==> src/rtl/apu_resp_unit_pkg.sv <==
// Shared types and constants for the APU responder: opcodes, FSM states,
// flag bit positions and the small helpers used to build the flag vector.
package apu_resp_pkg;

  localparam int DATA_W = 32;
  localparam int NFLAGS = 5;

  typedef enum logic [5:0] {
    OP_ADD   = 6'd0,
    OP_SUB   = 6'd1,
    OP_MUL   = 6'd2,
    OP_MAC   = 6'd3,
    OP_ACCLD = 6'd4,
    OP_DOTP4 = 6'd5,
    OP_MIN   = 6'd6,
    OP_MAX   = 6'd7
  } apu_op_e;

  typedef enum logic [1:0] {
    ST_IDLE = 2'd0,
    ST_ITER = 2'd1,
    ST_RESP = 2'd2
  } apu_state_e;

  localparam int FLG_ZERO = 0;
  localparam int FLG_NEG  = 1;
  localparam int FLG_OVF  = 2;
  localparam int FLG_ILL  = 3;

  typedef struct packed {
    logic [DATA_W-1:0] res;
    logic [NFLAGS-1:0] flg;
  } alu_out_t;

  // Two's-complement overflow of r = a + b.
  function automatic logic add_ovf(input logic [DATA_W-1:0] a, input logic [DATA_W-1:0] b,
                                   input logic [DATA_W-1:0] r);
    return (a[DATA_W-1] == b[DATA_W-1]) && (r[DATA_W-1] != a[DATA_W-1]);
  endfunction

  // Two's-complement overflow of r = a - b.
  function automatic logic sub_ovf(input logic [DATA_W-1:0] a, input logic [DATA_W-1:0] b,
                                   input logic [DATA_W-1:0] r);
    return (a[DATA_W-1] != b[DATA_W-1]) && (r[DATA_W-1] != a[DATA_W-1]);
  endfunction

  // Assemble the status vector; bit 4 is reserved and always zero.
  function automatic logic [NFLAGS-1:0] mk_flags(input logic [DATA_W-1:0] r, input logic ovf,
                                                 input logic ill);
    logic [NFLAGS-1:0] f;
    f           = '0;
    f[FLG_ZERO] = (r == '0);
    f[FLG_NEG]  = r[DATA_W-1];
    f[FLG_OVF]  = ovf;
    f[FLG_ILL]  = ill;
    return f;
  endfunction

endpackage

==> src/rtl/apu_resp_unit_if.sv <==
// APU request/response handshake between the core (master) and this responder (slave).
interface apu_resp_unit_if #(
  parameter int APU_NUSFLAGS = 5
);
  logic                    apu_req_i;
  logic                    apu_gnt_o;
  logic [2:0][31:0]        apu_operands_i;
  logic [5:0]              apu_op_i;
  logic [14:0]             apu_flags_i;
  logic                    apu_rvalid_o;
  logic [31:0]             apu_result_o;
  logic [APU_NUSFLAGS-1:0] apu_flags_o;

  modport master (
    output apu_req_i, apu_operands_i, apu_op_i, apu_flags_i,
    input  apu_gnt_o, apu_rvalid_o, apu_result_o, apu_flags_o
  );

  modport slave (
    input  apu_req_i, apu_operands_i, apu_op_i, apu_flags_i,
    output apu_gnt_o, apu_rvalid_o, apu_result_o, apu_flags_o
  );
endinterface

==> src/rtl/apu_resp_unit_iter_mul.sv <==
// Iterative shift-add multiplier: retires MUL_BITS_PER_CYCLE multiplier bits
// per cycle and produces the low 32 bits of a*b after 32/MUL_BITS_PER_CYCLE cycles.
// done is high in the final iteration cycle, with p already including that step.
module apu_iter_mul #(
  parameter int MUL_BITS_PER_CYCLE = 2
) (
  input  logic        clk_i,
  input  logic        rst_ni,
  input  logic        start,
  input  logic [31:0] a,
  input  logic [31:0] b,
  output logic        done,
  output logic [31:0] p
);

  localparam int N_ITER = 32 / MUL_BITS_PER_CYCLE;
  localparam int CNT_W  = $clog2(N_ITER);

  logic             run;
  logic [CNT_W-1:0] cnt;
  logic [31:0]      mcand;
  logic [31:0]      mplier;
  logic [31:0]      partial;
  logic [31:0]      step;

  // Partial product contributed by the lowest multiplier digit this cycle.
  assign step = mcand * {{(32-MUL_BITS_PER_CYCLE){1'b0}}, mplier[MUL_BITS_PER_CYCLE-1:0]};
  assign done = run && (cnt == '0);
  assign p    = partial + step;

  // Iteration control: fixed N_ITER cycles per operation, no early exit.
  always_ff @(posedge clk_i or negedge rst_ni) begin
    if (!rst_ni) begin
      run <= 1'b0;
      cnt <= '0;
    end else if (start) begin
      run <= 1'b1;
      cnt <= CNT_W'(N_ITER - 1);
    end else if (run) begin
      if (cnt == '0) begin
        run <= 1'b0;
      end else begin
        cnt <= cnt - 1'b1;
      end
    end
  end

  // Datapath: shift multiplicand up, multiplier down, accumulate partials.
  always_ff @(posedge clk_i) begin
    if (start) begin
      mcand   <= a;
      mplier  <= b;
      partial <= '0;
    end else if (run) begin
      partial <= partial + step;
      mcand   <= mcand << MUL_BITS_PER_CYCLE;
      mplier  <= mplier >> MUL_BITS_PER_CYCLE;
    end
  end

endmodule

==> src/rtl/apu_resp_unit.sv <==
// APU responder: grants one request at a time, computes single-cycle ALU/DSP
// ops directly and hands MUL/MAC to the iterative multiplier, then strobes
// apu_rvalid_o for one cycle with the registered result and flags.
module apu_resp_unit
  import apu_resp_pkg::*;
#(
  parameter int MUL_BITS_PER_CYCLE = 2,
  parameter int APU_NUSFLAGS       = 5
) (
  input  logic             clk_i,
  input  logic             rst_ni,
  apu_resp_unit_if.slave   apu,
  output logic             busy_o
);

  apu_state_e          state_q, state_d;
  logic [DATA_W-1:0]   acc_q, acc_d;
  logic                acc_ld;
  logic [DATA_W-1:0]   res_p1, res_d;
  logic [NFLAGS-1:0]   flg_p1, flg_d;
  logic                res_ld;
  logic                vld_p2;
  logic                is_mac_q;
  logic                mul_start;
  logic                mul_done;
  logic [DATA_W-1:0]   mul_p;
  logic [DATA_W-1:0]   mac_sum;
  logic                is_mulop;
  logic [DATA_W-1:0]   op0, op1, op2;
  alu_out_t            single;
  logic                unused_flags;

  // Single-cycle ALU/DSP ops; MUL/MAC never reach here, so they fall into the
  // illegal branch harmlessly.
  function automatic alu_out_t alu_single(input logic [5:0] op, input logic [DATA_W-1:0] a,
                                          input logic [DATA_W-1:0] b, input logic [DATA_W-1:0] c);
    alu_out_t           o;
    logic [DATA_W-1:0]  r;
    logic signed [31:0] sa, sb, dsum;
    logic signed [7:0]  xa, xb;
    logic signed [15:0] pr;
    logic               ovf, ill;
    r    = '0;
    ovf  = 1'b0;
    ill  = 1'b0;
    sa   = a;
    sb   = b;
    dsum = c;
    xa   = '0;
    xb   = '0;
    pr   = '0;
    case (op)
      OP_ADD: begin
        r   = a + b;
        ovf = add_ovf(a, b, r);
      end
      OP_SUB: begin
        r   = a - b;
        ovf = sub_ovf(a, b, r);
      end
      OP_ACCLD: r = a;
      OP_DOTP4: begin
        for (int i = 0; i < 4; i++) begin
          xa   = a[8*i +: 8];
          xb   = b[8*i +: 8];
          pr   = xa * xb;
          dsum = dsum + {{16{pr[15]}}, pr};
        end
        r = dsum;
      end
      OP_MIN: r = (sa < sb) ? a : b;
      OP_MAX: r = (sa > sb) ? a : b;
      default: begin
        r   = '0;
        ill = 1'b1;
      end
    endcase
    o.res = r;
    o.flg = mk_flags(r, ovf, ill);
    return o;
  endfunction

  assign op0          = apu.apu_operands_i[0];
  assign op1          = apu.apu_operands_i[1];
  assign op2          = apu.apu_operands_i[2];
  assign unused_flags = ^apu.apu_flags_i;
  assign is_mulop     = (apu.apu_op_i == OP_MUL) || (apu.apu_op_i == OP_MAC);
  assign single       = alu_single(apu.apu_op_i, op0, op1, op2);
  assign mac_sum      = acc_q + mul_p;

  assign apu.apu_gnt_o    = apu.apu_req_i & (state_q == ST_IDLE);
  assign apu.apu_rvalid_o = vld_p2;
  assign apu.apu_result_o = res_p1;
  assign apu.apu_flags_o  = APU_NUSFLAGS'(flg_p1);
  assign busy_o           = (state_q != ST_IDLE);

  apu_iter_mul #(
    .MUL_BITS_PER_CYCLE(MUL_BITS_PER_CYCLE)
  ) u_mul (
    .clk_i (clk_i),
    .rst_ni(rst_ni),
    .start (mul_start),
    .a     (op0),
    .b     (op1),
    .done  (mul_done),
    .p     (mul_p)
  );

  // Next-state logic plus result/accumulator load decisions.
  always_comb begin
    state_d   = state_q;
    mul_start = 1'b0;
    res_ld    = 1'b0;
    res_d     = '0;
    flg_d     = '0;
    acc_ld    = 1'b0;
    acc_d     = acc_q;
    case (state_q)
      ST_IDLE: begin
        if (apu.apu_gnt_o) begin
          if (is_mulop) begin
            mul_start = 1'b1;
            state_d   = ST_ITER;
          end else begin
            res_ld  = 1'b1;
            res_d   = single.res;
            flg_d   = single.flg;
            state_d = ST_RESP;
            if (apu.apu_op_i == OP_ACCLD) begin
              acc_ld = 1'b1;
              acc_d  = op0;
            end
          end
        end
      end
      ST_ITER: begin
        if (mul_done) begin
          res_ld  = 1'b1;
          state_d = ST_RESP;
          if (is_mac_q) begin
            acc_ld = 1'b1;
            acc_d  = mac_sum;
            res_d  = mac_sum;
            flg_d  = mk_flags(mac_sum, add_ovf(acc_q, mul_p, mac_sum), 1'b0);
          end else begin
            res_d  = mul_p;
            flg_d  = mk_flags(mul_p, 1'b0, 1'b0);
          end
        end
      end
      ST_RESP: state_d = ST_IDLE;
      default: state_d = ST_IDLE;
    endcase
  end

  // State, accumulator and response registers; stage 1 holds result/flags,
  // stage 2 is the rvalid strobe one cycle after entering RESP.
  always_ff @(posedge clk_i or negedge rst_ni) begin
    if (!rst_ni) begin
      state_q  <= ST_IDLE;
      acc_q    <= '0;
      res_p1   <= '0;
      flg_p1   <= '0;
      vld_p2   <= 1'b0;
      is_mac_q <= 1'b0;
    end else begin
      state_q <= state_d;
      vld_p2  <= (state_q == ST_RESP);
      if (acc_ld) begin
        acc_q <= acc_d;
      end
      if (res_ld) begin
        res_p1 <= res_d;
        flg_p1 <= flg_d;
      end
      if (mul_start) begin
        is_mac_q <= (apu.apu_op_i == OP_MAC);
      end
    end
  end

endmodule

==> src/flat_wrapper.sv <==
// flat-port wrapper written by rule: the top's interface ports become plain ports
module apu_resp_unit_flat import apu_resp_pkg::*;
#(
  parameter int MUL_BITS_PER_CYCLE = 2,
  parameter int APU_NUSFLAGS       = 5
)
  (clk_i, rst_ni, busy_o, apu_apu_req_i, apu_apu_operands_i, apu_apu_op_i, apu_apu_flags_i, apu_apu_gnt_o, apu_apu_rvalid_o, apu_apu_result_o, apu_apu_flags_o);
  apu_resp_unit_if #(.APU_NUSFLAGS(APU_NUSFLAGS)) apu_i ();
  input  logic clk_i;
  input  logic rst_ni;
  output logic busy_o;
  input wire logic [$bits(apu_i.apu_req_i)-1:0] apu_apu_req_i;
  input wire logic [$bits(apu_i.apu_operands_i)-1:0] apu_apu_operands_i;
  input wire logic [$bits(apu_i.apu_op_i)-1:0] apu_apu_op_i;
  input wire logic [$bits(apu_i.apu_flags_i)-1:0] apu_apu_flags_i;
  output wire logic [$bits(apu_i.apu_gnt_o)-1:0] apu_apu_gnt_o;
  output wire logic [$bits(apu_i.apu_rvalid_o)-1:0] apu_apu_rvalid_o;
  output wire logic [$bits(apu_i.apu_result_o)-1:0] apu_apu_result_o;
  output wire logic [$bits(apu_i.apu_flags_o)-1:0] apu_apu_flags_o;
  assign apu_i.apu_req_i = apu_apu_req_i;
  assign apu_i.apu_operands_i = apu_apu_operands_i;
  assign apu_i.apu_op_i = apu_apu_op_i;
  assign apu_i.apu_flags_i = apu_apu_flags_i;
  assign apu_apu_gnt_o = apu_i.apu_gnt_o;
  assign apu_apu_rvalid_o = apu_i.apu_rvalid_o;
  assign apu_apu_result_o = apu_i.apu_result_o;
  assign apu_apu_flags_o = apu_i.apu_flags_o;
  apu_resp_unit #(.MUL_BITS_PER_CYCLE(MUL_BITS_PER_CYCLE), .APU_NUSFLAGS(APU_NUSFLAGS)) u_core (.clk_i(clk_i), .rst_ni(rst_ni), .apu(apu_i), .busy_o(busy_o));
endmodule
==> config.mk <==
export PLATFORM = sky130hd
export DESIGN_NAME = apu_resp_unit_flat
export DESIGN_NICKNAME = d
export VERILOG_FILES = /design/src/rtl/apu_resp_unit_pkg.sv /design/src/rtl/apu_resp_unit_if.sv /design/src/rtl/apu_resp_unit_iter_mul.sv /design/src/rtl/apu_resp_unit.sv /design/src/flat_wrapper.sv
export SDC_FILE = /design/constraint.sdc
export NUM_CORES = 2
export LEC_CHECK = 0
export ABC_AREA = 1
export CORE_MARGIN = 4
export CORE_UTILIZATION = 30
export CTS_CLUSTER_DIAMETER = 120
export DETAILED_ROUTE_END_ITERATION = 6
export PLACE_DENSITY = 0.51
export SLEW_MARGIN = 40
export SYNTH_ARGS = -nofsm -noshare
export SYNTH_HDL_FRONTEND = slang
export SYNTH_SLANG_ARGS = --single-unit
==> constraint.sdc <==
create_clock -name clk_i -period 5.2 [get_ports clk_i]
set_input_delay 0.52 -clock clk_i [delete_from_list [all_inputs] [get_ports clk_i]]
set_output_delay 0.52 -clock clk_i [all_outputs]
set_load 0.02 [all_outputs]
==> reports/qor.csv <==
stage,metric,value,unit
logic_synthesis,syn-num-nets,5831,
critical_path,crit_top_cell,inv_1,
floorplanning,initial_core_util,0.304,
placement,place_congestion,1.04,
sta,fmax,0.128,GHz
placement,dpl_worst_slack,-3810,ps
critical_path,slowest_delay,580,ps
critical_path,r2r_setup_slack,-140,ps
floorplanning,die-area,118000,µm²
clocking,cts_buffers,17,
sta,rsz0062_at_grt,true,
logic_synthesis,syn_avg_cell_area,6.64,µm²
sta,finalMaxSlewViolations,0,
placement,postPlaceCellArea,43000,µm²
logic_synthesis,synthTopCellsByArea,"fa_1, nand2_1, inv_1",
critical_path,worstPathMaxFanout,4,
sta,finalClockSkew,20.2,ps
clocking,htreeDepth,4,
grt,track_usage,0.244,
sta,finalHoldViolCount,0,
floorplanning,coreArea,111000,µm²
sta,relSlewSlack,0.412,
sta,worst_slack,-2630,ps
drt,vias,35999,
grt,grt_pass1_wl,218,mm
drt,first_pass_iters,5,
critical_path,slowest_stage,fa_1,
hold_path,min_path_type,reg2reg,
clocking,clockBufferDepth,2,
logic_synthesis,netlist_instances,5087,
logic_synthesis,yosysUniqueCellTypes,58,
sta,fin_crit,7830,ps
critical_path,worstSetupEndpointType,flip-flop,
clocking,cts_sinks,172,
critical_path,start_kind,primary input,
critical_path,worstSetupPathType,in2reg,
flow_run,drv_cap,0,
grt,grt_pass1_vias,36043,
cells_and_area,drive_gt1_frac,0.238,
drt,drc_errors,0,
logic_synthesis,synth-async-reset-ratio,0.442,
grt,grt_overflow,0,
logic_synthesis,yosysSeqAreaShare,0.132,
cells_and_area,finalInstanceArea,46200,µm²
critical_path,regToRegEndpoint,u_core.apu.apu_flags_o[0],
hold_path,worstHoldPathCells,1,
logic_synthesis,synth_top_cell_by_area,fa_1,
outcome,failed_checks,negative setup slack,
hold_path,hold_start,u_core.state_q[0],
drt,totalWireLength,145,mm
clocking,clockRootBuffer,clkbuf_16,
floorplanning,die_h,344,µm
sta,worst_slew_pin_slew,882,ps
critical_path,r2r_start,u_core.u_mul.mplier[0],
logic_synthesis,synth-edff-count,64,
placement,dp_hpwl,123,mm
placement,io_buffer_count,143,
drt,viasPerCell,4.84,
logic_synthesis,synth.most_common_cell,nand2_1,
logic_synthesis,synth_top_area_share,0.205,
drt,drtIter0Drc,2275,
logic_synthesis,ys_top_cells_by_count,"nand2_1, inv_1, nor2_1",
drt,wire_per_inst,19.5,µm
hold_path,hold_end,u_core.apu.apu_rvalid_o,
sta,post-route-period-util,1.51,
clocking,cts_tree,done,
floorplanning,ioPinCount,160,
drt,postRouteAntennaNets,0,
sta,finalSetupViolations,30,
critical_path,cp.arrival,8230,ps
critical_path,required,5600,ps
cells_and_area,fin_util,0.415,
clocking,clock_latency,460,ps
grt,antenna_found_initial,0,
critical_path,worstRegToRegCells,29,
sta,setup-tns-final,-61700,ps
floorplanning,rows,122,
floorplanning,die_w,344,µm
logic_synthesis,yosysWarnings,0,
logic_synthesis,syn-cell-area,33800,µm²
cells_and_area,nets,6684,
grt,grt_max_degree,72,
logic_synthesis,synth.ff_latch_count,172,
cells_and_area,areaGrowthSynthToFinish,36.7,%
outcome,status,"complete, but fails checks",
clocking,clk_pin_slew_worst_paths,90,ps
logic_synthesis,ys.flop_type,dfrtp_1,
==> layer usage <==
layer  wire length [µm]  vias up  track usage
li1                   -    17506            -
met2              69100      943        0.419
met4               6000        0       0.0876
met1              63900    17348        0.323
met5                  0        -            0
met3               6360      202       0.0156
==> critical path, delay by kind of cell <==
| family | cells | cell delay [ps] |
|---|---|---|
| adders and majority gates | 10 | 4130 |
| and+or+nand+nor | 19 | 1920 |
| buffers and inverters | 17 | 1430 |
| AOI/OAI and AO/OA | 2 | 230 |
==> worst max-delay path by stage <==
stage | from | end | slack [ps] | depth (start not counted)
detailed placement | apu_apu_operands_i[55] | u_core.apu.apu_flags_o[0] | -3810 | 48
finish | apu_apu_operands_i[52] | u_core.apu.apu_flags_o[0] | -2630 | 48
CTS | apu_apu_operands_i[52] | u_core.apu.apu_flags_o[0] | -2660 | 49
global route | apu_apu_operands_i[21] | u_core.apu.apu_flags_o[0] | -3020 | 48
floorplan | apu_apu_operands_i[51] | u_core.apu.apu_flags_o[0] | -2420 | 40
global placement | apu_apu_operands_i[55] | u_core.apu.apu_flags_o[0] | -3800 | 48
==> cell type report <==
cell class	instances	area (µm²)
multi-input combinational	3629	26700
fill	11732	65100
tap	1488	1860
clock inverter	14	163
inverter	1117	4220
timing repair buffer	1003	8350
antenna	1	2.50
sequential	172	4460
clock buffer	18	429
==> sequential cells by signal, summed over array words and instances (netlist names) <==
| name | flops |
|---|---|
| u_core.is_mac_q | 1 |
| u_core.u_mul.mplier | 32 |
| u_core.apu.apu_result_o | 31 |
| u_core.u_mul.mcand | 32 |
| u_core.u_mul.partial | 32 |
| u_core.acc_q | 32 |
| u_core.apu.apu_rvalid_o | 1 |
| u_core.apu.apu_flags_o | 4 |
| u_core.u_mul.run | 1 |
| u_core.state_q | 2 |
| u_core.u_mul.cnt | 4 |
==> cell usage in the layout (no fill, tap or decap), types with 15 or more instances in the layout <==
cell type,netlist,final
a21oi_1,279,220
a21oi_2,2,46
a21oi_4,0,15
buf_12,0,19
buf_4,10,777
buf_6,7,73
clkbuf_16,0,17
clkdlybuf4s50_1,0,101
dfrtp_1,76,76
dfxtp_1,32,32
edfxtp_1,64,64
fa_1,346,325
fa_2,0,21
ha_1,278,229
ha_4,0,44
inv_1,1106,1047
inv_2,6,59
nand2_1,1302,1205
nand2_2,8,76
nand2_4,3,32
nand3_1,355,308
nand3_2,1,39
nand3b_1,21,21
nand4_1,64,64
nor2_1,381,312
nor2_2,5,53
nor2_4,0,21
nor3_1,35,25
o211ai_1,38,38
o21ai_0,246,222
o21ai_1,15,28
o21bai_1,31,24
o22ai_1,15,15
xnor2_1,40,34
xor2_1,68,57
==> logic make-up after synthesis <==
group	after synthesis	synth area share
AOI/OAI and AO/OA	700	0.116
and+or+nand+nor	2195	0.269
other	1	0.000111
xor gates and xnor gates	108	0.0280
adders and majority gates	624	0.308
buffers and inverters	1287	0.147
DFF	172	0.132
==> metrics by stage <==
| stage | hold WS, ps | cells |
|---|---|---|
| floorplan | 224 | 5087 |
| global placement | 447 | 7332 |
| detailed placement | 449 | 7332 |
| CTS | 461 | 7401 |
| global route | 473 | 7441 |
| finish | 460 | 7442 |
==> repair_timing <==
action                                 CTS  global route
setup buffers                           38            44
resized for setup                      391           289
hold buffers                             1             0
gates cloned                             1             0
endpoints found under the hold margin   23             0
setup endpoints to repair               31            39
pin swaps                              145           196
Power is left out: the tool's default activity adds up to more than one toggle a clock period on the data nets, which glitch-free logic cannot reach.
